$ cat src/rtl/pp_align_scheduler.sv
// Collects N_PP exponent/digit-product pairs while tracking the group maximum exponent.
// It then steps them through the shared alignment unit and accumulates a signed group sum.
module pp_align_scheduler #(
  parameter int N_PP  = 8,
  parameter int ACC_W = 19
) (
  input  logic                    clk,
  input  logic                    rst,
  input  logic                    in_valid,
  output logic                    in_ready,
  input  logic [4:0]              in_exp,
  input  logic [4:0]              in_pp,
  output logic [4:0]              align_exp,
  output logic [4:0]              align_exp_max,
  output logic [4:0]              align_pp,
  input  logic [15:0]             align_result,
  output logic                    out_valid,
  input  logic                    out_ready,
  output logic signed [ACC_W-1:0] out_sum,
  output logic [4:0]              out_exp_max,
  output logic                    busy
);

  localparam int CW = (N_PP > 1) ? $clog2(N_PP) : 1;

  typedef enum logic [1:0] {LOAD, ALIGN, DONE} state_t;

  state_t                  state;
  logic [CW-1:0]           cnt;
  logic [CW-1:0]           idx;
  logic signed [ACC_W-1:0] acc;
  logic signed [ACC_W-1:0] acc_next;
  logic [4:0]              exp_max;
  logic [4:0]              exp_buf [N_PP];
  logic [4:0]              pp_buf  [N_PP];
  logic                    load_fire;
  logic                    last_in;
  logic                    last_align;

  // 16'h8000 is the unit's negative zero; it must not count as -32768.
  function automatic logic signed [ACC_W-1:0] align_term(input logic [15:0] r);
    if (r == 16'h8000) return '0;
    return ACC_W'($signed(r));
  endfunction

  assign in_ready      = (state == LOAD);
  assign load_fire     = in_valid && in_ready;
  assign last_in       = (cnt == CW'(N_PP - 1));
  assign last_align    = (idx == CW'(N_PP - 1));
  assign acc_next      = acc + align_term(align_result);
  assign align_exp     = (state == ALIGN) ? exp_buf[idx] : 5'd0;
  assign align_pp      = (state == ALIGN) ? pp_buf[idx]  : 5'd0;
  assign align_exp_max = (state == ALIGN) ? exp_max      : 5'd0;

  // Group buffer: data only, contents are don't-care after reset.
  always_ff @(posedge clk) begin
    if (load_fire) begin
      exp_buf[cnt] <= in_exp;
      pp_buf[cnt]  <= in_pp;
    end
  end

  always_ff @(posedge clk) begin
    if (rst) begin
      state       <= LOAD;
      cnt         <= '0;
      idx         <= '0;
      acc         <= '0;
      exp_max     <= '0;
      out_valid   <= 1'b0;
      out_sum     <= '0;
      out_exp_max <= '0;
      busy        <= 1'b0;
    end else begin
      unique case (state)
        LOAD: begin
          if (load_fire) begin
            if (cnt == '0 || in_exp > exp_max) exp_max <= in_exp;
            if (last_in) begin
              state <= ALIGN;
              cnt   <= '0;
              idx   <= '0;
              acc   <= '0;
              busy  <= 1'b1;
            end else begin
              cnt <= cnt + CW'(1);
            end
          end
        end
        ALIGN: begin
          acc <= acc_next;
          idx <= idx + CW'(1);
          if (last_align) begin
            state       <= DONE;
            out_valid   <= 1'b1;
            out_sum     <= acc_next;
            out_exp_max <= exp_max;
          end
        end
        DONE: begin
          if (out_ready) begin
            state     <= LOAD;
            out_valid <= 1'b0;
            busy      <= 1'b0;
          end
        end
        default: state <= LOAD;
      endcase
    end
  end

endmodule

$ cat config.mk
export PLATFORM = sky130hd
export DESIGN_NAME = pp_align_scheduler
export DESIGN_NICKNAME = d
export VERILOG_FILES = /design/src/rtl/pp_align_scheduler.sv
export SDC_FILE = /design/constraint.sdc
export NUM_CORES = 1
export LEC_CHECK = 0
export BUFFER_PORTS_ARGS = -buffer_cell sky130_fd_sc_hd__buf_2
export CORE_MARGIN = 2
export CORE_UTILIZATION = 40
export DETAILED_ROUTE_END_ITERATION = 8
export SYNTH_ARGS = -nofsm -noshare
export SYNTH_HDL_FRONTEND = slang
export SYNTH_SLANG_ARGS = --single-unit
$ cat constraint.sdc
create_clock -name clk -period 3.66 [get_ports clk]
set_input_delay 0.732 -clock clk [delete_from_list [all_inputs] [get_ports clk]]
set_output_delay 0.732 -clock clk [all_outputs]
set_load 0.02 [all_outputs]
==> run summary, run 1 <==
=====================================================================================
Outcome                                                                  complete, no violations
Buffers added on ports                                                             71
Critical path's slowest cell                                             sky130_fd_sc_hd__ha_1
Die Y                                                                          132 um
Global Route met3 Usage                                                        0.0370
Die width                                                                      132 um
Number of buffers and inverters on the critical path                                1
Crit path max-delay family                                               compound AO/OA/AOI/OAI gates
Flop and latch count out of synthesis                                             141
Leakage power summed over all cells                                           2.88 nW
Total area of sequential cells                                            0.00362 mm2
First-pass GRT wire length                                                  23,800 um
Routability congestion estimate from global placement                           0.833
Number of vias per cell after detailed routing                                   5.34
Max-cap viol count                                                                  0
Crit. End Element                                                            register
Clock net sink count                                                              141
Worst slew pin tran                                                          0.908 ns
Proportion of synthesized flip-flops having asynchronous set or reset               0
Worst setup SP type                                                        input port
I/O pin cnt                                                                        72
Antenna violations before repair                                                    0
Final Hold Vio Count                                                                0
IR drop worst, VDD                                                             381 uV
Bufs on Longest Clock Path                                                          2
Main synth FF type                                                       sky130_fd_sc_hd__edfxtp_1
DP HPWL                                                                     10,100 um
Area of the die                                                            0.0173 mm2
Combined area of the multi-input logic cells                              0.00264 mm2
Number of setup violations in the final report                                      0
WL final                                                                    14,600 um
Number of pins with negative max-slew slack in the final report                     0
Post-CTS Setup Inserts                                                              0
Met1 capacity usage during global routing                                       0.216
Critical path class                                                         in -> reg
Post-layout min period                                                        2.88 ns
Hold buffer count at cts                                                            0
Synthesized area per cell                                                    11.6 um2
Min-Delay Path Depth                                                                2
Final sum of negative setup slack                                                0 ns
Largest net degree at the start of global routing                                  41
Final routed wire length divided by cell count                                17.1 um
Highest-count cells in the layout ignoring fill and taps                 sky130_fd_sc_hd__edfxtp_1, sky130_fd_sc_hd__buf_2, sky130_fd_sc_hd__dfxtp_1, sky130_fd_sc_hd__nand2_1, sky130_fd_sc_hd__a21oi_1
Root buffer selected by CTS                                              sky130_fd_sc_hd__clkbuf_16
Worst-path clk slew                                                           0.06 ns
Worst reg2reg path depth                                                           10
TritonCTS clock tree                                                             done
Residual DRC count                                                                  0
Final global-route overflow total                                                   0
WHS Endpoint                                                             out_exp_max[0]$_SDFFE_PP0P_
RSZ-0062 raised after global routing                                            false
Worst hold slack                                                             0.455 ns
Minimum setup slack among reg-to-reg paths                                    1.08 ns
Data arrival time of the critical path                                        3.22 ns
Count of standard-cell rows                                                        46
Maximum fanout count along the critical path                                        6
Period utilization                                                              0.787
Synth unique cells                                                                 60
Final nets                                                                        681
Initial core utilization                                                        0.410
H-tree depth                                                                        4
Most frequent standard cell in the layout excluding fill and tap cells   sky130_fd_sc_hd__edfxtp_1
Resize count post-CTS                                                               0
Met2 track demand over resource in global routing                               0.304
Share of layout cells above drive strength 1                                    0.241
Total nets after synthesis                                                        621
Netlist area before placement                                             0.00652 mm2
Total GRT Usage                                                                 0.176
Number of optimization iterations in the first detailed-route pass                  4
Cell Chain, Critical Path                                                buf_2 > nor4_1 > a41oi_1 > ha_1 > a211oi_1 > nor2_1 > nor4_2 > a21oi_1 > xnor2_2 > xnor2_1 > a211oi_2
Clk_lat worst skew                                                            0.42 ns
Area overhead of the layout relative to synthesis                               17.6%
PwrDens                                                                    469 mW/mm2
RR Startpoint                                                            acc[0]$_SDFFE_PP0P_
Worst clock skew                                                           0.00656 ns
Required @ worst endpoint                                                     4.00 ns
Number of buffers created by CTS                                                   17
Min-delay src                                                            out_exp_max[0]$_SDFFE_PP0P_
Iteration-0 DRC count of the detailed router                                      282
Routed vias                                                                     4,544
Slowest Stage Delay on Critical Path                                          0.49 ns
Most utilized layer in the global route result                                   met2
Cell count after synthesis                                                        562
Detail Route Antenna Nets                                                           0
Number of enable flip-flop cells after synthesis                                   80
Warning count from the yosys run                                                    0
Max frequency                                                               0.347 GHz
Number of diodes                                                                    0
Sequential element share of the synthesized area                                0.556
Hold/Removal Path Class                                                    reg -> reg
Fill cells                                                                      1,480
Number of global-route vias before repair                                       4,648
Max-slew headroom at the worst pin                                              0.393
Placeable core region                                                      0.0159 mm2
FF-to-FF End                                                             out_sum[12]$_SDFFE_PP0P_
=====================================================================================
[power breakdown]
group          internal, mW  total, mW  leakage [nW]  switching [mW]
Combinational        0.0608      0.163          1.38           0.102
Sequential             1.70       1.71          1.22         0.00981
Clock                  1.03       1.73         0.286           0.701
[how the worst max path moves through the flow]
stage                               endpoint  slack (ns)             from  depth (start not counted)
floorplan           out_sum[18]$_SDFFE_PP0P_        0.86  align_result[7]                         10
global placement    out_sum[18]$_SDFFE_PP0P_        0.37  align_result[7]                         11
detailed placement  out_sum[18]$_SDFFE_PP0P_        0.32  align_result[7]                         11
CTS                 out_sum[18]$_SDFFE_PP0P_        0.76  align_result[7]                         11
global route        out_sum[18]$_SDFFE_PP0P_        0.54  align_result[7]                         11
finish              out_sum[18]$_SDFFE_PP0P_        0.78  align_result[7]                         11
[layout make-up]
cell class,count,share of cell area
clock buffers,17,0.0555
well taps,216,0.0353
inverters,19,0.00930
flip-flops and latches,141,0.473
clock inverters,15,0.0224
repair buffers,85,0.0601
multi-input cells,358,0.345
[worst min-delay path: stages (launching register included)]
cell and delay [ns]:
sky130_fd_sc_hd__dfxtp_1 0.30, sky130_fd_sc_hd__nand2_1 0.05, sky130_fd_sc_hd__a21oi_1 0.05
[per-layer routing]
metal | routed length [um] | share of wire
met5 | 0 | 0
met3 | 519 | 0.036
met4 | 181 | 0.012
met2 | 7420 | 0.51
met1 | 6440 | 0.44
[through the flow]
step                total power [mW]  worst slack, ns  instance area (um2)  instances   util
floorplan                       1.85            0.862                 6520        562      -
global placement                1.90            0.375                 7070        819  0.445
detailed placement              1.90            0.319                 7070        819  0.445
CTS                             3.64            0.762                 7660        851  0.483
global route                    3.74            0.543                 7660        851  0.483
finish                          3.60            0.779                 7660        851  0.483
[state kept, by name, indices dropped and copies added, names as in the netlist, named ones only]
signal / cells
out_valid: 1
acc: 19
idx: 3
exp_max: 5
exp_buf: 40
state: 2
pp_buf: 40
out_exp_max: 5
out_sum: 19
cnt: 3
busy: 1
[synthesized netlist by cell type, drive strengths merged, types with 3 or more instances]
master  instances  area [um2]
xnor2           8        77.6
a22o            7        61.3
a21oi          49         257
edfxtp         80        2400
o21ai          12        60.1
ha             28         350
nor3b           3        27.5
dfxtp          61        1220
a211oi          7        67.6
nand2b          4        25.0
nand4           5        31.3
nor4            5        37.5
nor2b           4        25.0
inv            19        71.3
and2            3        18.8
nand3          15        75.1
o31ai           3        27.5
and3            3        18.8
nor3           10        50.1
nand2          54         203
mux2i          10         100
mux4           20         450
a31oi           4        25.0
buf            11        61.3
clkbuf         33         124
a22oi          10        75.1
nor2           46         175
o211ai          3        22.5
xor2            8        70.1
o22ai           4        25.0
a21o           11        82.6
[cells by family (layout without fill, tap and decap cells)]
kind of cell,after synthesis,in the layout,synth area share
AO/OA/AOI/OAI,123,123,0.126
AND/OR/NAND/NOR,160,160,0.115
XOR/XNOR,16,16,0.0227
multiplexers,30,30,0.0845
adder cells (fa/ha/maj),29,29,0.0568
buffers and inverters,63,136,0.0394
flip-flops,141,141,0.556
No activity file was read; power rests on OpenSTA's default activity.
==> inputs of run 2 (changes only) <==
Clock period 3.66 ns to 2.3 ns, I/O delays scaled along.
==> run 2 against run 1 <==
The flow now finishes with violations (setup timing). Critical path depth fell by 6. Global-route usage grew 1.5 points. Sequential share of layout area is 4.8 points lower. Worst setup slack got worse by 0.83 ns. Sequential power is 58% higher. Sequential cell count stayed put. Register-to-register slack got worse by 1.1 ns. Critical path type is now reg -> out. Critical endpoint is now align_exp[1]. Largest power group unchanged. Highest routed layer unchanged.
==> run summary, run 2 (synthesis results as in run 1) <==
=====================================================================================
Outcome                                                                  finished with violations   was complete, no violations
Violated checks                                                          setup timing
Antenna violations before repair                                                    1   was 0
Switching fraction of total power                                               0.231   was 0.226
Initial core utilization                                                        0.410   unchanged
Internal power of the cells                                                   4.50 mW   was 2.78 mW
Clock net sink count                                                              141   unchanged
Minimum setup slack among reg-to-reg paths                                    0.01 ns   was 1.08 ns
Period utilization                                                               1.02
WL final                                                                    16,200 um   was 14,600 um
Proportion of power drawn by the clock network                                  0.475   was 0.480
Final nets                                                                        762   was 681
Share of layout cells above drive strength 1                                    0.356   was 0.241
Total power                                                                   5.85 mW   was 3.60 mW
TritonCTS clock tree                                                             done   unchanged
Worst clock skew                                                            0.0121 ns   was 0.00656 ns
I/O pin cnt                                                                        72   unchanged
Data arrival time of the critical path                                        1.89 ns   was 3.22 ns
Bufs on Longest Clock Path                                                          2   unchanged
Area of the die                                                            0.0173 mm2   unchanged
RSZ-0062 raised after global routing                                             true   was false
Max frequency                                                               0.425 GHz
Critical path class                                                        reg -> out   was in -> reg
Most frequent standard cell in the layout excluding fill and tap cells   sky130_fd_sc_hd__buf_4   was sky130_fd_sc_hd__edfxtp_1
Max-cap viol count                                                                  0   unchanged
H-tree depth                                                                        4   unchanged
Iteration-0 DRC count of the detailed router                                      211   was 282
Required @ worst endpoint                                                     1.84 ns   was 4.00 ns
Number of buffers created by CTS                                                   17   unchanged
Share of power burned in combinational logic                                    0.061   was 0.045
Routability congestion estimate from global placement                           0.928   was 0.833
Number of pins with negative max-slew slack in the final report                     0   unchanged
Final routed wire length divided by cell count                                17.3 um   was 17.1 um
Number of vias per cell after detailed routing                                   5.19   was 5.34
Residual DRC count                                                                  0   unchanged
Total net switching power                                                     1.35 mW   was 0.813 mW
First-pass GRT wire length                                                  25,800 um   was 23,800 um
Regs by FF count                                                         exp_buf x40, pp_buf x40   unchanged
Routed vias                                                                     4,846   was 4,544
Fill cells                                                                      1,439   was 1,480
Maximum fanout count along the critical path                                        5   was 6
Combined area of the multi-input logic cells                              0.00281 mm2   was 0.00264 mm2
IR drop worst, VDD                                                             493 uV   was 381 uV
Area overhead of the layout relative to synthesis                               31.2%   was 17.6%
Final global-route overflow total                                                   0   unchanged
Final Hold Vio Count                                                                0   unchanged
Worst setup SP type                                                          register   was input port
Worst slew pin tran                                                          0.416 ns   was 0.908 ns
Die Y                                                                          132 um   unchanged
Post-layout worst setup margin                                             -0.0526 ns   was 0.779 ns
Cell Chain, Critical Path                                                buf_12 > mux4_2 > mux2i_1 > nor2_1 > buf_2   was buf_2 > nor4_1 > a41oi_1 > ha_1 > a211oi_1 > nor2_1 > nor4_2 > a21oi_1 > xnor2_2 > xnor2_1 > a211oi_2
Number of setup violations in the final report                                      8   was 0
Max-slew headroom at the worst pin                                              0.722   was 0.393
Number of optimization iterations in the first detailed-route pass                  4   unchanged
Buffers added on ports                                                             71   unchanged
Hold/Removal Path Class                                                     in -> reg   was reg -> reg
Die width                                                                      132 um   unchanged
Sequential group share of total power                                           0.464   was 0.475
Worst-path clk slew                                                           0.06 ns   about the same
DP HPWL                                                                     11,400 um   was 10,100 um
Core occupancy in the finished layout                                           0.538   was 0.483
Clk_lat worst skew                                                            0.42 ns   about the same
Worst setup slack before clock tree synthesis                               -0.409 ns   was 0.319 ns
Crit. End Element                                                         output port   was register
Post-layout min period                                                        2.35 ns
Root buffer selected by CTS                                              sky130_fd_sc_hd__clkbuf_16   unchanged
Detail Route Antenna Nets                                                           0   unchanged
Slowest Stage Delay on Critical Path                                          0.49 ns   about the same
Total area of sequential cells                                            0.00363 mm2   was 0.00362 mm2
Total GRT Usage                                                                 0.191   was 0.176
Count of standard-cell rows                                                        46   unchanged
Critical path's slowest cell                                             sky130_fd_sc_hd__mux4_2   was sky130_fd_sc_hd__ha_1
Largest net degree at the start of global routing                                  21   was 41
Highest-count cells in the layout ignoring fill and taps                 sky130_fd_sc_hd__buf_4, sky130_fd_sc_hd__edfxtp_1, sky130_fd_sc_hd__buf_2, sky130_fd_sc_hd__dfxtp_1, sky130_fd_sc_hd__nand2_1   was sky130_fd_sc_hd__edfxtp_1, sky130_fd_sc_hd__buf_2, sky130_fd_sc_hd__dfxtp_1, sky130_fd_sc_hd__nand2_1, sky130_fd_sc_hd__a21oi_1
Worst hold slack                                                             0.316 ns   was 0.455 ns
Placeable core region                                                      0.0159 mm2   unchanged
PwrDens                                                                    684 mW/mm2   was 469 mW/mm2
Number of global-route vias before repair                                       5,002   was 4,648
Leakage power summed over all cells                                           3.35 nW   was 2.88 nW
=====================================================================================
run 2: changes by cell type in the layout (fill, tap and decap cells not counted), moves of 3 or more:
cell / delta
sky130_fd_sc_hd__buf_6: +4
sky130_fd_sc_hd__inv_6: -3
sky130_fd_sc_hd__buf_2: -4
sky130_fd_sc_hd__nor3_1: -3
sky130_fd_sc_hd__nor4_1: -3
sky130_fd_sc_hd__nor4_4: +3
sky130_fd_sc_hd__buf_4: +76
sky130_fd_sc_hd__ha_1: -3
sky130_fd_sc_hd__clkinv_4: +3
sky130_fd_sc_hd__nor3_2: +3
sky130_fd_sc_hd__clkinvlp_4: -3
run 2: power by group through the flow:
stage	clock, mW	sequential, mW	combinational, mW
after floorplan	0	2.76	0.182
after global placement	0	2.77	0.330
after detailed placement	0	2.77	0.339
after CTS	2.83	2.71	0.340
after global routing	2.94	2.72	0.394
final	2.78	2.71	0.358
run 2: critical path: cells and delay by family (launching register included):
kind,cells,cell delay [ns]
DFF,1,0.41
muxes,2,0.69
and+or+nand+nor,1,0.08
buffers and inverters,2,0.30
run 2: metal layers:
layer / share of wire / GRT usage / vias to the layer above
met3: 0.044 / 0.0471 / 23
met1: 0.42 / 0.232 / 2346
met5: 0 / 0 / -
li1: - / - / 2356
met4: 0.015 / 0.0537 / 0
met2: 0.52 / 0.336 / 121
run 2: cell type report:
cell class | instances | share of cell area
Antenna cell | 1 | 0.000293
Inverter | 19 | 0.00834
Clock inverter | 15 | 0.0205
Clock buffer | 17 | 0.0498
Sequential cell | 141 | 0.425
Multi-Input combinational cell | 358 | 0.329
Timing Repair Buffer | 166 | 0.136
Tap cell | 216 | 0.0316
run 2: worst paths after layout:
check	endpoint	startpoint	cells past startpoint
setup / recovery	align_exp[1]	register	5
hold / removal	pp_buf[2][3]$_DFFE_PP_	in_pp[3]	1
hold reg to reg	out_sum[2]$_SDFFE_PP0P_	out_sum[2]$_SDFFE_PP0P_	2
setup reg to reg	acc[17]$_SDFFE_PP0P_	acc[10]$_SDFFE_PP0P_	8
run 2: timing repair:
item                       CTS  global route
gates resized for setup      4            25
hold buffers                 0             0
setup buffers                0             4
gates cloned                 1             1
setup endpoints to repair   11            20
pin swaps                    0            12
run 2: metrics by stage:
stage                     instances  instance area, um2  TNS, ns
after global placement          894                7740    -2.85
after global routing            932                8540    -1.38
after CTS                       927                8370   -0.298
after detailed placement        894                7740    -3.86
after floorplan                 562                6600   -0.284
final                           933                8550   -0.121
==> inputs of run 3 (changes only) <==
Settings changed: CORE_ASPECT_RATIO set to 0.75.
==> run 3 against run 2 <==
The flow still finishes with violations (setup timing). Clock power is 4% lower. Worst setup slack improved by 0.026 ns. Sequential power is essentially flat. Largest power group is now sequential cells. Largest cell class unchanged. Wire length decreased by 1.4%. Register-to-register slack improved by 0.08 ns. Die area about the same.
==> run summary, run 3 (synthesis results as in run 1) <==
=====================================================================================
Final standard cell area without fillers                                  0.00845 mm2   was 0.00855 mm2
Area of the die                                                            0.0173 mm2   about the same
Min-Delay Path Depth                                                                1   unchanged
Worst slew pin tran                                                          0.461 ns   was 0.416 ns
Max-slew headroom at the worst pin                                              0.693   was 0.722
RR Startpoint                                                            acc[0]$_SDFFE_PP0P_   was acc[10]$_SDFFE_PP0P_
Final Hold Vio Count                                                                0   unchanged
Number of global-route vias before repair                                       4,686   was 5,002
Clock net sink count                                                              141   unchanged
Worst hold slack                                                             0.311 ns   was 0.316 ns
Worst reg2reg path depth                                                            9   was 8
Cell Chain, Critical Path                                                buf_12 > mux4_2 > mux2i_1 > nor2_1 > buf_2   unchanged
Share of layout cells above drive strength 1                                    0.348   was 0.356
Post-layout min period                                                        2.33 ns   was 2.35 ns
Bufs on Longest Clock Path                                                          2   unchanged
Initial core utilization                                                        0.408   was 0.410
Number of diodes                                                                    0   was 1
Required @ worst endpoint                                                     1.84 ns   about the same
Crit. End Element                                                         output port   unchanged
Residual DRC count                                                                  0   unchanged
Combined area of the multi-input logic cells                              0.00283 mm2   was 0.00281 mm2
Routability congestion estimate from global placement                           0.880   was 0.928
Cell area after placement                                                 0.00771 mm2   was 0.00774 mm2
FF-to-FF End                                                             out_sum[16]$_SDFFE_PP0P_   was acc[17]$_SDFFE_PP0P_
Core occupancy in the finished layout                                           0.529   was 0.538
Total GRT Usage                                                                 0.193   was 0.191
TritonCTS clock tree                                                             done   unchanged
Number of optimization iterations in the first detailed-route pass                  4   unchanged
Max frequency                                                               0.430 GHz   was 0.425 GHz
Buffers added on ports                                                             71   unchanged
Count of standard-cell rows                                                        40   was 46
Minimum setup slack among reg-to-reg paths                                    0.09 ns   was 0.01 ns
I/O pin cnt                                                                        72   unchanged
Antenna violations before repair                                                    0   was 1
Final global-route overflow total                                                   0   unchanged
Max-cap viol count                                                                  0   unchanged
Data arrival time of the critical path                                        1.87 ns   was 1.89 ns
Non-filler cells, final                                                           919   was 933
Final routed wire length divided by cell count                                17.4 um   was 17.3 um
Largest net degree at the start of global routing                                  35   was 21
Iteration-0 DRC count of the detailed router                                      280   was 211
Root buffer selected by CTS                                              sky130_fd_sc_hd__clkbuf_16   unchanged
Number of setup violations in the final report                                      6   was 8
Maximum fanout count along the critical path                                       10   was 5
Slowest Stage Delay on Critical Path                                          0.51 ns   was 0.49 ns
Min-delay src                                                               in_exp[1]   was in_pp[3]
Die width                                                                      151 um   was 132 um
PwrDens                                                                    679 mW/mm2   was 684 mW/mm2
Die Y                                                                          115 um   was 132 um
WHS Endpoint                                                             exp_buf[4][1]$_DFFE_PP_   was pp_buf[2][3]$_DFFE_PP_
H-tree depth                                                                        4   unchanged
DP HPWL                                                                     11,200 um   was 11,400 um
First-pass GRT wire length                                                  25,000 um   was 25,800 um
Critical path class                                                        reg -> out   unchanged
Leakage power summed over all cells                                           3.28 nW   was 3.35 nW
Number of buffers created by CTS                                                   17   unchanged
Total area of sequential cells                                            0.00363 mm2   about the same
Regs by FF count                                                         exp_buf x40, pp_buf x40   unchanged
Most frequent standard cell in the layout excluding fill and tap cells   sky130_fd_sc_hd__buf_4   unchanged
Worst setup SP type                                                          register   unchanged
Fill cells                                                                      1,379   was 1,439
Post-layout worst setup margin                                             -0.0264 ns   was -0.0526 ns
Critical path's slowest cell                                             sky130_fd_sc_hd__mux4_2   unchanged
Number of pins with negative max-slew slack in the final report                     0   unchanged
RSZ-0062 raised after global routing                                             true   unchanged
Area overhead of the layout relative to synthesis                               29.6%   was 31.2%
Detail Route Antenna Nets                                                           0   unchanged
Clk_lat worst skew                                                            0.42 ns   about the same
Hold/Removal Path Class                                                     in -> reg   unchanged
# placed instances                                                                885   was 894
Highest-count cells in the layout ignoring fill and taps                 sky130_fd_sc_hd__buf_4, sky130_fd_sc_hd__edfxtp_1, sky130_fd_sc_hd__buf_2, sky130_fd_sc_hd__dfxtp_1, sky130_fd_sc_hd__nand2_1   unchanged
Worst clock skew                                                           0.00923 ns   was 0.0121 ns
Final nets                                                                        755   was 762
Outcome                                                                  finished with violations   unchanged
Violated checks                                                          setup timing   unchanged
Placeable core region                                                      0.0160 mm2   was 0.0159 mm2
IR drop worst, VDD                                                             457 uV   was 493 uV
Worst-path clk slew                                                           0.06 ns   about the same
Routed vias                                                                     4,792   was 4,846
Number of vias per cell after detailed routing                                   5.21   was 5.19
WL final                                                                    16,000 um   was 16,200 um
Hold buffer count at cts                                                            0   unchanged
Period utilization                                                               1.01   was 1.02
=====================================================================================
## run 3: changes by cell type in the layout (fill, tap and decap cells not counted), moves of 2 or more
| cell | delta |
|---|---|
| sky130_fd_sc_hd__inv_6 | -2 |
| sky130_fd_sc_hd__clkinv_4 | -2 |
| sky130_fd_sc_hd__clkinvlp_4 | +6 |
| sky130_fd_sc_hd__buf_2 | +2 |
| sky130_fd_sc_hd__buf_6 | -2 |
| sky130_fd_sc_hd__nor2_2 | -2 |
| sky130_fd_sc_hd__inv_8 | -4 |
| sky130_fd_sc_hd__buf_4 | -6 |
## run 3: layer usage
layer	routed length, um	track usage	share of wire	vias up
met5	0	0	0	-
met4	212	0.0667	0.013	0
met3	705	0.0462	0.044	16
met2	7130	0.281	0.45	108
met1	7900	0.282	0.50	2317
li1	-	-	-	2351
## run 3: what timing repair did
action,in CTS,in global routing
resized for setup,6,21
pin swaps,0,16
setup endpoints to repair,12,19
buffers inserted,0,2
gates cloned,1,0
## run 3: cell type report
class / instances / area share
flip-flops and latches: 141 / 0.429
multi-input cells: 358 / 0.335
repair buffers: 159 / 0.128
clock buffers: 18 / 0.0508
well taps: 210 / 0.0311
clock inverters: 14 / 0.0172
inverters: 19 / 0.00844
## run 3: worst max-delay path, delay by kind of cell (launching register included)
family	cells	cell delay (ns)
simple gates	1	0.06
buf+inv	2	0.32
mux	2	0.68
flops	1	0.39
## run 3: power by group
| part | switching (mW) | leakage, nW | internal, mW | total [mW] |
|---|---|---|---|---|
| clock network | 1.07 | 0.262 | 1.59 | 2.66 |
| logic | 0.199 | 1.79 | 0.160 | 0.359 |
| registers | 0.0155 | 1.22 | 2.70 | 2.71 |
| total | 1.28 | 3.28 | 4.45 | 5.73 |
## run 3: metrics by stage
stage,TNS [ns],power (mW),setup WS (ns)
2_1_floorplan,-0.284,2.95,-0.144
3_3_place_gp,-3.25,3.10,-0.360
3_5_place_dp,-4.31,3.11,-0.459
4_1_cts,-0.299,5.76,-0.0477
5_1_grt,-0.897,5.91,-0.0981
6_report,-0.0760,5.73,-0.0264
## run 3: worst max path at each step
| stage | from | endpoint | slack, ns | cells after the start |
|---|---|---|---|---|
| 2_1_floorplan | align_result[11] | out_sum[18]$_SDFFE_PP0P_ | -0.14 | 11 |
| 3_3_place_gp | align_result[7] | out_sum[18]$_SDFFE_PP0P_ | -0.36 | 11 |
| 3_5_place_dp | align_result[7] | out_sum[18]$_SDFFE_PP0P_ | -0.46 | 11 |
| 4_1_cts | register | align_exp[0] | -0.05 | 5 |
| 5_1_grt | align_result[4] | out_sum[18]$_SDFFE_PP0P_ | -0.1 | 11 |
| 6_report | register | align_pp[0] | -0.03 | 5 |
